### config.mk
export PLATFORM = sky130hd
export DESIGN_NAME = lane_serializer_flat
export DESIGN_NICKNAME = d
export VERILOG_FILES = /design/src/rtl/lane_serializer_if.sv /design/src/rtl/lane_serializer.sv /design/src/flat_wrapper.sv
export SDC_FILE = /design/constraint.sdc
export NUM_CORES = 1
export LEC_CHECK = 0
export ABC_AREA = 1
export ABC_CLOCK_PERIOD_IN_PS = 1600
export BUFFER_PORTS_ARGS = -buffer_cell sky130_fd_sc_hd__buf_2
export CAP_MARGIN = 15
export CORE_MARGIN = 5
export CORE_UTILIZATION = 30
export DETAILED_ROUTE_END_ITERATION = 6
export PLACE_DENSITY = 0.61
export SLEW_MARGIN = 20
export SYNTH_ARGS = -nofsm -noshare
export SYNTH_HDL_FRONTEND = slang
export SYNTH_SLANG_ARGS = --single-unit
export TNS_END_PERCENT = 50
### constraint.sdc
create_clock -name clk -period 1.6 [get_ports clk]
set_input_delay 0.24 -clock clk [delete_from_list [all_inputs] [get_ports clk]]
set_output_delay 0.24 -clock clk [all_outputs]
set_load 0.01 [all_outputs]
### src/rtl/lane_serializer_if.sv
// Handshake bundle for lane_serializer: a packed input word in, a lane stream out.
// The serializer takes the slave modport; the producer/consumer side takes master.
interface lane_serializer_if #(
  parameter int WIDTH = 2,
  parameter int LANES = 4
);
  localparam int IDXW = (LANES > 1) ? $clog2(LANES) : 1;

  logic                        in_valid;
  logic                        in_ready;
  logic [LANES-1:0][WIDTH-1:0] in_data;
  logic                        out_valid;
  logic                        out_ready;
  logic [WIDTH-1:0]            out_data;
  logic [IDXW-1:0]             out_index;
  logic                        out_last;

  modport master (
    output in_valid, in_data, out_ready,
    input  in_ready, out_valid, out_data, out_index, out_last
  );

  modport slave (
    input  in_valid, in_data, out_ready,
    output in_ready, out_valid, out_data, out_index, out_last
  );
endinterface

### src/rtl/lane_serializer.sv
// Packed-word to lane-stream serializer, one lane per cycle, no bubble between words.
// Defining LANE_SERIALIZER_MSB_FIRST_EN emits lanes from LANES-1 down to 0.
module lane_serializer #(
  parameter int WIDTH = 2,
  parameter int LANES = 4,
  localparam int IDXW = (LANES > 1) ? $clog2(LANES) : 1
) (
  input logic              clk,
  input logic              rst_n,
  lane_serializer_if.slave bus
);

`ifdef LANE_SERIALIZER_MSB_FIRST_EN
  localparam logic [IDXW-1:0] FIRST_IDX = IDXW'(LANES - 1);
  localparam logic [IDXW-1:0] LAST_IDX  = IDXW'(0);
`else
  localparam logic [IDXW-1:0] FIRST_IDX = IDXW'(0);
  localparam logic [IDXW-1:0] LAST_IDX  = IDXW'(LANES - 1);
`endif

  typedef enum logic [0:0] {
    IDLE  = 1'b0,
    SHIFT = 1'b1
  } state_t;

  state_t                      state_r;
  logic [LANES-1:0][WIDTH-1:0] hold_r;
  logic [WIDTH-1:0]            out_data_r;
  logic [IDXW-1:0]             index_r;
  logic                        out_valid_r;

  logic                        last_s;
  logic                        in_ready_s;
  logic                        accept_s;
  logic                        beat_s;
  logic [IDXW-1:0]             next_idx_s;
  logic [WIDTH-1:0]            next_lane_s;

  // last is gated by state so an idle index never looks like a final lane
  assign last_s     = (state_r == SHIFT) && (index_r == LAST_IDX);
  assign in_ready_s = (state_r == IDLE) || (last_s && bus.out_ready);
  assign accept_s   = bus.in_valid && in_ready_s;
  assign beat_s     = out_valid_r && bus.out_ready;

  // next lane index and its data from the holding register
  always_comb begin
`ifdef LANE_SERIALIZER_MSB_FIRST_EN
    next_idx_s = index_r - IDXW'(1);
`else
    next_idx_s = index_r + IDXW'(1);
`endif
    next_lane_s = {WIDTH{1'b0}};
    for (int i = 0; i < LANES; i++) begin
      next_lane_s = (IDXW'(i) == next_idx_s) ? hold_r[i] : next_lane_s;
    end
  end

  // serializer FSM with registered data, index and valid
  always_ff @(posedge clk) begin
    if (!rst_n) begin
      state_r     <= IDLE;
      hold_r      <= '0;
      out_data_r  <= {WIDTH{1'b0}};
      index_r     <= {IDXW{1'b0}};
      out_valid_r <= 1'b0;
    end else begin
      case (state_r)
        IDLE: begin
          if (accept_s) begin
            hold_r      <= bus.in_data;
            out_data_r  <= bus.in_data[FIRST_IDX];
            index_r     <= FIRST_IDX;
            out_valid_r <= 1'b1;
            state_r     <= SHIFT;
          end else begin
            out_valid_r <= 1'b0;
          end
        end
        SHIFT: begin
          if (accept_s) begin
            // reload coincides with the last-lane beat, so no bubble
            hold_r      <= bus.in_data;
            out_data_r  <= bus.in_data[FIRST_IDX];
            index_r     <= FIRST_IDX;
            out_valid_r <= 1'b1;
          end else if (beat_s && last_s) begin
            index_r     <= {IDXW{1'b0}};
            out_valid_r <= 1'b0;
            state_r     <= IDLE;
          end else if (beat_s) begin
            index_r     <= next_idx_s;
            out_data_r  <= next_lane_s;
          end else begin
            index_r     <= index_r;
          end
        end
        default: begin
          out_valid_r <= 1'b0;
          index_r     <= {IDXW{1'b0}};
          state_r     <= IDLE;
        end
      endcase
    end
  end

  assign bus.in_ready  = in_ready_s;
  assign bus.out_valid = out_valid_r;
  assign bus.out_data  = out_data_r;
  assign bus.out_index = index_r;
  assign bus.out_last  = last_s;

endmodule

### src/flat_wrapper.sv
// flat-port wrapper written by rule: the top's interface ports become plain ports
module lane_serializer_flat 
#(
  parameter int WIDTH = 2,
  parameter int LANES = 4,
  localparam int IDXW = (LANES > 1) ? $clog2(LANES) : 1
)
  (clk, rst_n, bus_in_valid, bus_in_data, bus_out_ready, bus_in_ready, bus_out_valid, bus_out_data, bus_out_index, bus_out_last);
  lane_serializer_if #(.WIDTH(WIDTH), .LANES(LANES)) bus_i ();
  input logic clk;
  input logic rst_n;
  input wire logic [$bits(bus_i.in_valid)-1:0] bus_in_valid;
  input wire logic [$bits(bus_i.in_data)-1:0] bus_in_data;
  input wire logic [$bits(bus_i.out_ready)-1:0] bus_out_ready;
  output wire logic [$bits(bus_i.in_ready)-1:0] bus_in_ready;
  output wire logic [$bits(bus_i.out_valid)-1:0] bus_out_valid;
  output wire logic [$bits(bus_i.out_data)-1:0] bus_out_data;
  output wire logic [$bits(bus_i.out_index)-1:0] bus_out_index;
  output wire logic [$bits(bus_i.out_last)-1:0] bus_out_last;
  assign bus_i.in_valid = bus_in_valid;
  assign bus_i.in_data = bus_in_data;
  assign bus_i.out_ready = bus_out_ready;
  assign bus_in_ready = bus_i.in_ready;
  assign bus_out_valid = bus_i.out_valid;
  assign bus_out_data = bus_i.out_data;
  assign bus_out_index = bus_i.out_index;
  assign bus_out_last = bus_i.out_last;
  lane_serializer #(.WIDTH(WIDTH), .LANES(LANES)) u_core (.clk(clk), .rst_n(rst_n), .bus(bus_i));
endmodule
==> metrics.txt <==
Post-Syn Area=722 um2; Hold Slack=0.198 ns; dpl hpwl=1210 um; R2R Path End=u_core.bus.out_data[0]; vias per cell=4.67; setup ws final=0.136 ns; CP Launch Point=u_core.bus.out_index[1]; Endpoint, Worst Hold=u_core.hold_r[4]; CTS tree=yes; Final #Nets=137; syn avg cell area=7.15 um2; post-CTS setup buffers=0; max-capacitance violation count=0; Initial Util=32.0%; Gate Count Post-Synth=101; vias in the first global route=655; Finished Cell Area=862 um2; Data arrival, critical path=1.22 ns; PortBufs=18; Tmin final=1.46 ns; Ys Warns=0; P_int=0.508 mW; CP Capture Type=output port; die footprint=3490 um2; synthesis-stage register bit count=14; total negative slack=0 ns; combinational power share=16.5%; Slew Limit Fails=0; clock share of power=28.3%; overflow left after global routing=0; hold path depth=3; Place WS=0.192 ns; r2r setup slk=0.19 ns; hold path startpoint=bus_in_data[4]; Crit Path Class=reg2out; Required @ worst endpoint=1.36 ns; RSZ-0062 raised after global routing=false; Antenna diodes=0; 1st-iter DRT viols=17; first-pass GRT wire length=2730 um; clock latency on the worst-skew pair=0.28 ns; count of different cell masters after synthesis=20; vias after detailed routing=686; Placed Instance Area=827 um2; R2R cell count=7; gr usage total=10.6%; final worst-path cycle share=91.5%; Worst Tran Pin Value=0.277 ns; Max Clock Skew=0.00917 ns; drt wl/cell=11.2 um; WL final=1650 um; startpoint types=register; row count=17; final count of negative-setup-slack endpoints=0; Power Total=0.710 mW; CTS Buffer Depth=2; Routed Antenna Nets=0; leakage power=0.415 nW; sequential power share=55.2%; IO Pins=19; clock slew at reported path FFs=0.09 ns; Hold Crit Class=in2reg; layout cells sized above 1=27.7%; width of the chip=59.1 um; Psw=0.202 mW; floorplan core area=2250 um2; Root Buffer=clkbuf_4; final hold violation count=0; Mapped Nets=117; Inserted Clock Buffers=3; Die Ht=59.1 um; relative slew slack=81.5%; Final Wtd Congestion=0.881; critical-path maximum fanout=6; Peak Freq=683 MHz; pwr/cell area=824 nW/um2; initial antenna violation count=0; DR pass1 iterations=4; # DRC=0; Area growth, synth to finish=19.4%; Sw Share=28.5%; CTS sink count=14; largest net degree at the start of global routing=16; VDD IR max=408 uV; FF-to-FF Start=u_core.bus.out_index[0]; Seq/Total Area, Yosys=38.8%; Clock H-tree levels=1; status=completed
## power groups by stage
stage                     logic, mW  registers, mW  clock network [mW]
after detailed placement      0.117          0.400                   0
after floorplan              0.0832          0.396                   0
after global routing          0.135          0.395               0.232
after global placement        0.115          0.399                   0
final                         0.117          0.392               0.201
after CTS                     0.118          0.392               0.211
## cell families after synthesis
logic type | after synthesis | synth area share (%)
and+or+nand+nor | 42 | 25.8
AOI/OAI and AO/OA | 23 | 17.9
buffers and inverters | 18 | 10.6
DFF | 14 | 38.8
adders and majority gates | 4 | 6.93
## critical path: stages, from the launching register on
cell     delay (ns)
dfxtp_1        0.44
ha_4           0.20
nand2_2        0.08
nand2_2        0.09
buf_2          0.14
## synth_stat cells
library cell	n	area (um2)
nand2_1	15	56.3
nor2_1	15	56.3
dfxtp_1	14	280
inv_1	12	45.0
o21ai_1	10	50.1
a21oi_1	8	40.0
nand3_1	5	25.0
ha_1	4	50.1
inv_2	3	11.3
nand2_2	3	18.8
a21oi_2	2	17.5
nand4_1	2	12.5
a211oi_1	1	7.51
buf_1	1	3.75
buf_2	1	5.00
buf_6	1	11.3
nand2_4	1	11.3
o21ai_0	1	5.00
o21ai_2	1	8.76
or2_2	1	6.26
## worst max-delay path by stage
stage,cells past startpoint,slack (ns),to
after global placement,8,0.24,u_core.bus.out_data[1]
after detailed placement,8,0.19,u_core.bus.out_data[0]
after global routing,4,0.03,bus_in_ready
final,4,0.14,bus_in_ready
after floorplan,7,0.24,u_core.hold_r[0]
after CTS,4,0.02,bus_in_ready
## layout make-up
cell class | count | area (um2)
Clock buffer | 3 | 22.5
Tap cell | 28 | 35.0
Inverter | 15 | 56.3
Fill cell | 263 | 1390
Sequential cell | 14 | 280
Multi-Input combinational cell | 69 | 378
Timing Repair Buffer | 18 | 90.1
## flip-flops by register name, indices dropped and copies added, names as in the netlist
signal / flops
u_core.bus.out_data: 2
u_core.bus.out_index: 2
u_core.bus.out_valid: 1
u_core.hold_r: 8
u_core.state_r: 1
## layer usage
layer / GRT usage [%] / share of wire (%) / vias up
met1: 14.2 / 47 / 303
met4: 6.47 / 1.9 / 0
met2: 14.2 / 44 / 20
met5: 0 / 0 / -
li1: - / - / 359
met3: 4.14 / 6.6 / 4
## stage by stage
stage / utilization (%) / std cells
floorplan: - / 101
global placement: 36.7 / 144
detailed placement: 36.7 / 144
CTS: 37.7 / 147
global route: 38.2 / 147
finish: 38.2 / 147
## repair_timing
action,4_1_cts,5_1_grt
hold buffers,0,0
endpoints found under the setup margin,0,3
gates resized for setup,0,2
## cells in the final DEF, fill, tap and decap left out, drive strengths merged
master   n
ha       4
nor2    15
nand4    2
buf     18
inv     15
nand3    5
a21oi   10
o21ai   12
a211oi   1
or2      1
clkbuf   3
nand2   19
dfxtp   14
Note: power is estimated with default switching activity, not from simulation.
